$ cat config.mk
export PLATFORM = sky130hd
export DESIGN_NAME = pic_intack_ctrl
export DESIGN_NICKNAME = d
export VERILOG_FILES = /design/src/rtl/pic_pkg.sv /design/src/rtl/pic_intack_ctrl.sv
export SDC_FILE = /design/constraint.sdc
export NUM_CORES = 1
export LEC_CHECK = 0
export ABC_AREA = 1
export CAP_MARGIN = 20
export CELL_PAD_IN_SITES_DETAIL_PLACEMENT = 1
export CELL_PAD_IN_SITES_GLOBAL_PLACEMENT = 1
export CORE_MARGIN = 10
export CORE_UTILIZATION = 27
export DETAILED_ROUTE_END_ITERATION = 10
export GPL_TIMING_DRIVEN = 0
export HOLD_SLACK_MARGIN = 0.12
export PLACE_DENSITY = 0.79
export RECOVER_POWER = 25
export SLEW_MARGIN = 10
export SYNTH_ARGS = -nofsm -noshare
export SYNTH_HDL_FRONTEND = slang
export SYNTH_SLANG_ARGS = --single-unit
$ cat constraint.sdc
create_clock -name clk -period 1.3 [get_ports clk]
set_clock_uncertainty 0.1 [all_clocks]
set_input_delay 0.325 -clock clk [delete_from_list [all_inputs] [get_ports clk]]
set_output_delay 0.325 -clock clk [all_outputs]
set_load 0.02 [all_outputs]
$ cat src/rtl/pic_pkg.sv
// Shared types and constants for the PIC interrupt-acknowledge controller.
package pic_pkg;

  // Acknowledge sequencer states.
  typedef enum logic [1:0] {
    ST_IDLE  = 2'd0,
    ST_FIRST = 2'd1,
    ST_WAIT2 = 2'd2,
    ST_VEC   = 2'd3
  } pic_state_e;

  // Width of the inter-INTA timeout counter.
  localparam int unsigned CNT_W = 8;

endpackage

$ cat src/rtl/pic_intack_ctrl.sv
// pic_intack_ctrl: sequences the two-cycle x86-style INTA handshake between
// the CPU and a master/slave PIC pair, returning the vector on the second
// INTA and acknowledging the PIC(s) that supplied it.
// Optional feature macro: PIC_INTACK_TIMEOUT_EN -- abort an acknowledge if
// the second INTA does not arrive within TIMEOUT_CYCLES clocks.
module pic_intack_ctrl
  import pic_pkg::*;
#(
  parameter int unsigned TIMEOUT_CYCLES = 255
) (
  input  logic       clk,
  input  logic       rst_n,
  input  logic       cpu_inta,
  output logic       cpu_intr,
  output logic [7:0] cpu_vector,
  output logic       cpu_vector_valid,
  input  logic       m_interrupt_do,
  input  logic       m_slave_active,
  input  logic [7:0] m_interrupt_vector,
  output logic       m_interrupt_done,
  input  logic [7:0] s_interrupt_vector,
  output logic       s_interrupt_done,
  output logic       timeout_err
);

  if ((TIMEOUT_CYCLES < 1) || (TIMEOUT_CYCLES > 255)) begin : g_bad_timeout
    $error("pic_intack_ctrl: TIMEOUT_CYCLES must be in 1..255");
  end

  pic_state_e state_q;
  logic       inta_last_q;
  logic       armed_q;      // cpu_inta has been seen low since reset
  logic       sel_slave_q;
  logic       cpu_intr_q;
  logic [7:0] vector_q;
  logic       valid_q;
  logic       m_done_q;
  logic       s_done_q;
  logic       inta_rise;

  // A rising INTA only counts once the line has been observed low after
  // reset, so an INTA already high at reset release is not an edge.
  assign inta_rise = cpu_inta & ~inta_last_q & armed_q;

`ifdef PIC_INTACK_TIMEOUT_EN
  localparam logic [CNT_W-1:0] TIMEOUT_C = CNT_W'(TIMEOUT_CYCLES);

  logic [CNT_W-1:0] cnt_q;
  logic [CNT_W-1:0] cnt_d;
  logic             tmo_q;

  // Next count value while waiting for the second INTA.
  always_comb begin
    cnt_d = cnt_q + {{(CNT_W-1){1'b0}}, 1'b1};
  end

  assign timeout_err = tmo_q;
`else
  assign timeout_err = 1'b0;
`endif

  // Edge detector and acknowledge sequencer with registered outputs.
  always_ff @(posedge clk or negedge rst_n) begin
    if (!rst_n) begin
      state_q     <= ST_IDLE;
      inta_last_q <= 1'b0;
      armed_q     <= 1'b0;
      sel_slave_q <= 1'b0;
      cpu_intr_q  <= 1'b0;
      vector_q    <= 8'h00;
      valid_q     <= 1'b0;
      m_done_q    <= 1'b0;
      s_done_q    <= 1'b0;
`ifdef PIC_INTACK_TIMEOUT_EN
      cnt_q       <= {CNT_W{1'b0}};
      tmo_q       <= 1'b0;
`endif
    end else begin
      inta_last_q <= cpu_inta;
      armed_q     <= armed_q | ~cpu_inta;
      // Done and error outputs are single-cycle pulses.
      m_done_q    <= 1'b0;
      s_done_q    <= 1'b0;
`ifdef PIC_INTACK_TIMEOUT_EN
      tmo_q       <= 1'b0;
`endif
      case (state_q)
        ST_IDLE: begin
          cpu_intr_q <= m_interrupt_do;
          if (inta_rise) begin
            // Cascade selection uses this cycle's m_slave_active even if
            // the request is withdrawn in the same cycle.
            sel_slave_q <= m_slave_active;
            cpu_intr_q  <= 1'b0;
            state_q     <= ST_FIRST;
          end
        end
        ST_FIRST: begin
          cpu_intr_q <= 1'b0;
          if (!cpu_inta) begin
            state_q <= ST_WAIT2;
`ifdef PIC_INTACK_TIMEOUT_EN
            cnt_q   <= {CNT_W{1'b0}};
`endif
          end
        end
        ST_WAIT2: begin
          cpu_intr_q <= 1'b0;
`ifdef PIC_INTACK_TIMEOUT_EN
          cnt_q <= cnt_d;
`endif
          if (inta_rise) begin
            vector_q <= sel_slave_q ? s_interrupt_vector : m_interrupt_vector;
            valid_q  <= 1'b1;
            m_done_q <= 1'b1;
            s_done_q <= sel_slave_q;
            state_q  <= ST_VEC;
          end
`ifdef PIC_INTACK_TIMEOUT_EN
          else if (cnt_d == TIMEOUT_C) begin
            tmo_q   <= 1'b1;
            state_q <= ST_IDLE;
          end
`endif
        end
        ST_VEC: begin
          cpu_intr_q <= 1'b0;
          if (!cpu_inta) begin
            valid_q <= 1'b0;
            state_q <= ST_IDLE;
          end
        end
        default: begin
          cpu_intr_q <= 1'b0;
          valid_q    <= 1'b0;
          state_q    <= ST_IDLE;
        end
      endcase
    end
  end

  assign cpu_intr         = cpu_intr_q;
  assign cpu_vector       = vector_q;
  assign cpu_vector_valid = valid_q;
  assign m_interrupt_done = m_done_q;
  assign s_interrupt_done = s_done_q;

endmodule

==> metrics.txt <==
# TYPE chip_impl_metric gauge
chip_impl_metric{name="vertical_die_dimension",unit="um"} 78.1
chip_impl_info{name="worst_r2r_startpoint",value="state_q[0]"} 1
chip_impl_metric{name="adder_cell_fraction_of_synth_area",unit=""} 0.0687
chip_impl_info{name="rsz0062_at_grt",value="true"} 1
chip_impl_metric{name="finalWirelength",unit="mm"} 2.99
chip_impl_metric{name="cp_max_fo",unit=""} 3
chip_impl_info{name="cts_tree",value="done"} 1
chip_impl_info{name="setup.worst_path.end_class",value="flip-flop"} 1
chip_impl_metric{name="yosys.area_share.xor_xnor",unit=""} 0
chip_impl_info{name="setup.worst_path.start",value="state_q[0]"} 1
chip_impl_metric{name="drc_violations_left",unit=""} 0
chip_impl_metric{name="drt-wirelength-per-cell",unit="um"} 14.7
chip_impl_metric{name="post-route-period-util",unit=""} 1.04
chip_impl_info{name="worstSetupPathType",value="flip-flop to flip-flop"} 1
chip_impl_metric{name="cp_num_buf_inv",unit=""} 1
chip_impl_metric{name="yosysSeqAreaShare",unit=""} 0.467
chip_impl_metric{name="cts-buffers-inserted",unit=""} 3
chip_impl_metric{name="grt_max_degree",unit=""} 18
chip_impl_metric{name="cts_buffer_depth",unit=""} 2
chip_impl_metric{name="synth.mux.area_fraction",unit=""} 0
chip_impl_metric{name="max_cap_violations",unit=""} 0
chip_impl_metric{name="synth_seq_cells",unit=""} 17
chip_impl_metric{name="total_leakage_power",unit="nW"} 0.740
chip_impl_metric{name="complex_gate_fraction_of_the_synthesized_area",unit=""} 0.0989
chip_impl_metric{name="mappedNetlistArea",unit="um^2"} 911
chip_impl_info{name="hp-class",value="primary input to async pin"} 1
chip_impl_metric{name="post-place-cells",unit=""} 190
chip_impl_metric{name="max_freq",unit="GHz"} 0.736
chip_impl_metric{name="cp_data_required_time",unit="ns"} 1.40
chip_impl_info{name="clock_tree.root_cell",value="sky130_fd_sc_hd__clkbuf_4"} 1
chip_impl_metric{name="fp-row-count",unit=""} 21
chip_impl_metric{name="finalHoldWorstSlack",unit="ns"} 0.395
chip_impl_metric{name="die_w",unit="um"} 78.1
chip_impl_info{name="critical_path_cell_by_cell",value="buf_4 > ha_2 > o21ai_4 > nand2_4 > nand2_2 > nand2_1"} 1
chip_impl_metric{name="crit_path_max_incr_delay",unit="ns"} 0.42
chip_impl_info{name="most_common_flop_cell_mapped_by_yosys",value="sky130_fd_sc_hd__dfrtp_1"} 1
chip_impl_metric{name="syn_nets",unit=""} 138
chip_impl_metric{name="core_region_area",unit="mm^2"} 0.00331
chip_impl_info{name="crit_slowest_cell",value="sky130_fd_sc_hd__dfrtp_1"} 1
chip_impl_metric{name="num-nets-final",unit=""} 185
chip_impl_metric{name="number_of_antenna_violations_at_the_first_check_in_global_routing",unit=""} 0
chip_impl_metric{name="grt.total_usage",unit=""} 0.0909
chip_impl_metric{name="synth_top_cell_area_share",unit=""} 0.467
chip_impl_info{name="yosys-top-cells-area",value="sky130_fd_sc_hd__dfrtp_1 47%, sky130_fd_sc_hd__nand2_1 15%, sky130_fd_sc_hd__o21ai_0 9.3%, sky130_fd_sc_hd__ha_1 6.9%, sky130_fd_sc_hd__inv_1 6.2%"} 1
chip_impl_metric{name="via_count",unit=""} 877
chip_impl_metric{name="via_count_of_the_first_global_routing_pass",unit=""} 923
chip_impl_info{name="crit_family",value="flip-flops"} 1
chip_impl_metric{name="design.die.area",unit="mm^2"} 0.00610
chip_impl_metric{name="drive_above_1_share",unit=""} 0.354
chip_impl_info{name="startpoint_type",value="flip-flop"} 1
chip_impl_metric{name="instances_no_fill",unit=""} 204
chip_impl_metric{name="synth_simple_gate_area_share",unit=""} 0.271
chip_impl_metric{name="hold_viol_final",unit=""} 0
chip_impl_info{name="violated_checks",value="negative setup slack"} 1
chip_impl_metric{name="worst-endpoint-arrival",unit="ns"} 1.46
chip_impl_info{name="status",value="finished with violations"} 1
chip_impl_metric{name="post_synth_edffs",unit=""} 0
chip_impl_metric{name="yosys.cell_types.count",unit=""} 17
chip_impl_info{name="yosys.cell_count.top_type",value="sky130_fd_sc_hd__nand2_1"} 1
chip_impl_metric{name="grt_first_pass_wirelength",unit="mm"} 4.53
chip_impl_info{name="synth.cells.most_frequent",value="36 x sky130_fd_sc_hd__nand2_1, 17 x sky130_fd_sc_hd__dfrtp_1, 17 x sky130_fd_sc_hd__o21ai_0"} 1
chip_impl_metric{name="gp_congestion",unit=""} 0.753
chip_impl_metric{name="synthesis.yosys.warnings",unit=""} 0
chip_impl_metric{name="io-pin-count",unit=""} 34
chip_impl_metric{name="clk_pin_slew_worst_paths",unit="ns"} 0.10
chip_impl_metric{name="irDropWorstVdd",unit="V"} 0.000483
chip_impl_info{name="largest_family_of_logic_cells_by_synthesized_area",value="simple AND/OR/NAND/NOR gates"} 1
chip_impl_metric{name="finalCriticalPeriod",unit="ns"} 1.36
chip_impl_metric{name="route.antenna.remaining_nets",unit=""} 0
chip_impl_metric{name="drt-pass1-iter-count",unit=""} 3
chip_impl_metric{name="clk-insertion-delay-late",unit="ns"} 0.30
chip_impl_metric{name="insertedDiodeCount",unit=""} 0
chip_impl_metric{name="setup_viol_count_final",unit=""} 8
chip_impl_metric{name="synth_area_per_cell",unit="um^2"} 8.13
chip_impl_metric{name="portBuffers",unit=""} 32
chip_impl_metric{name="floorplan.initialDensity",unit=""} 0.275
chip_impl_metric{name="ctsHtreeMaxLevel",unit=""} 1
chip_impl_metric{name="syn2layout_area_growth",unit="%"} 62.1
chip_impl_metric{name="sum_of_overflow_across_all_layers_after_global_routing",unit=""} 0
chip_impl_metric{name="setup_slack",unit="ns"} -0.0580
chip_impl_metric{name="place.detailed.hpwl",unit="mm"} 2.05
chip_impl_info{name="synthDominantAreaCellType",value="sky130_fd_sc_hd__dfrtp_1"} 1
chip_impl_metric{name="drt_iter0_markers",unit=""} 21
chip_impl_metric{name="pwr_density_cell",unit="mW/mm^2"} 2100
chip_impl_metric{name="postSynthCellCount",unit=""} 112
chip_impl_metric{name="maxSlewViolCount",unit=""} 0
chip_impl_metric{name="tightestPinTransition",unit="ns"} 0.824
chip_impl_metric{name="route.detailed.vias_per_inst",unit=""} 4.30
chip_impl_metric{name="clock_sink_count",unit=""} 17
chip_impl_metric{name="maxSlewHeadroom",unit=""} 0.449
chip_impl_metric{name="async_flop_share",unit=""} 1.00
## metal layers
layer / part of all wire / GRT usage / vias to the layer above
met5: 0 / 0 / -
met4: 0.017 / 0.0376 / 0
met3: 0.043 / 0.0251 / 7
met2: 0.52 / 0.160 / 28
met1: 0.42 / 0.101 / 407
li1: - / - / 435
## cells by family (layout without fill, tap and decap cells)
kind of cell,Yosys count,after routing
other,1,1
flip-flops,17,17
AND/OR/NAND/NOR,51,52
buffers and inverters,20,65
AO/OA/AOI/OAI,18,18
adder cells (fa/ha/maj),5,5
## cell usage in the layout (no fill, tap or decap)
| master | count |
|---|---|
| sky130_fd_sc_hd__buf_2 | 8 |
| sky130_fd_sc_hd__buf_4 | 9 |
| sky130_fd_sc_hd__buf_6 | 8 |
| sky130_fd_sc_hd__clkbuf_1 | 1 |
| sky130_fd_sc_hd__clkbuf_4 | 3 |
| sky130_fd_sc_hd__clkdlybuf4s15_1 | 1 |
| sky130_fd_sc_hd__clkdlybuf4s50_1 | 19 |
| sky130_fd_sc_hd__conb_1 | 1 |
| sky130_fd_sc_hd__dfrtp_1 | 16 |
| sky130_fd_sc_hd__dfrtp_2 | 1 |
| sky130_fd_sc_hd__ha_1 | 2 |
| sky130_fd_sc_hd__ha_2 | 1 |
| sky130_fd_sc_hd__ha_4 | 2 |
| sky130_fd_sc_hd__inv_1 | 12 |
| sky130_fd_sc_hd__inv_2 | 2 |
| sky130_fd_sc_hd__inv_4 | 1 |
| sky130_fd_sc_hd__inv_6 | 1 |
| sky130_fd_sc_hd__nand2_1 | 34 |
| sky130_fd_sc_hd__nand2_2 | 3 |
| sky130_fd_sc_hd__nand2_4 | 2 |
| sky130_fd_sc_hd__nand3_1 | 4 |
| sky130_fd_sc_hd__nand3_4 | 1 |
| sky130_fd_sc_hd__nor2_1 | 3 |
| sky130_fd_sc_hd__nor2_4 | 2 |
| sky130_fd_sc_hd__nor2_8 | 1 |
| sky130_fd_sc_hd__o21ai_0 | 6 |
| sky130_fd_sc_hd__o21ai_1 | 3 |
| sky130_fd_sc_hd__o21ai_2 | 8 |
| sky130_fd_sc_hd__o21ai_4 | 1 |
| sky130_fd_sc_hd__or2_2 | 1 |
| sky130_fd_sc_hd__or2_4 | 1 |
## repair_timing
action / in CTS / in global routing
endpoints found under the setup margin: 25 / 18
pin swaps: 5 / 10
cloned: 1 / 1
resized for setup: 66 / 30
hold buffers: 0 / 0
setup buffers: 4 / 4
## area by class of cell
type | instances | area, um^2
fillers | 401 | 1830
multi-input cells | 76 | 500
flip-flops and latches | 17 | 427
repair buffers | 41 | 369
inverters | 16 | 67.6
well taps | 46 | 57.6
plain buffers | 4 | 28.8
clock buffers | 4 | 26.3
## metrics by stage
stage	power (mW)	cell area (um^2)	worst slack (ns)	utilization	setup TNS [ns]
floorplan	1.74	938	0.00662	-	0
global placement	2.27	1320	-0.414	0.398	-7.81
detailed placement	2.34	1320	-0.439	0.398	-9.19
CTS	2.69	1350	-0.0491	0.406	-0.104
global route	3.34	1480	-0.134	0.446	-1.04
finish	3.10	1480	-0.0580	0.446	-0.215
## power breakdown
part	total (mW)	switching (mW)	internal [mW]	leakage (nW)
registers	0.896	0.161	0.735	0.210
logic	1.91	1.02	0.886	0.515
clock network	0.289	0.169	0.120	0.0150
total	3.10	1.35	1.74	0.740
## worst paths after layout
check	slack, ns	to	cells after the start
setup reg to reg	-0.06	state_q[1]	6
hold / removal	0.39	sel_slave_q	1
setup / recovery	-0.06	state_q[1]	6
max in group asynchronous	0.15	state_q[1]	1
min in group clk	0.42	cpu_vector[4]	2
hold reg to reg	0.42	cpu_vector[4]	2
## state kept, by name (all words and copies together), names as in the netlist
signal            cells
s_interrupt_done      1
cpu_vector            8
inta_last_q           1
state_q               2
cpu_vector_valid      1
cpu_intr              1
armed_q               1
m_interrupt_done      1
sel_slave_q           1
## worst reg2reg max path, stage by stage (launching register included)
cell and delay, ns:
sky130_fd_sc_hd__dfrtp_1 0.42, sky130_fd_sc_hd__buf_4 0.15, sky130_fd_sc_hd__ha_2 0.20, sky130_fd_sc_hd__o21ai_4 0.21, sky130_fd_sc_hd__nand2_4 0.08, sky130_fd_sc_hd__nand2_2 0.05, sky130_fd_sc_hd__nand2_1 0.04
No activity file was read; power rests on OpenSTA's default activity.
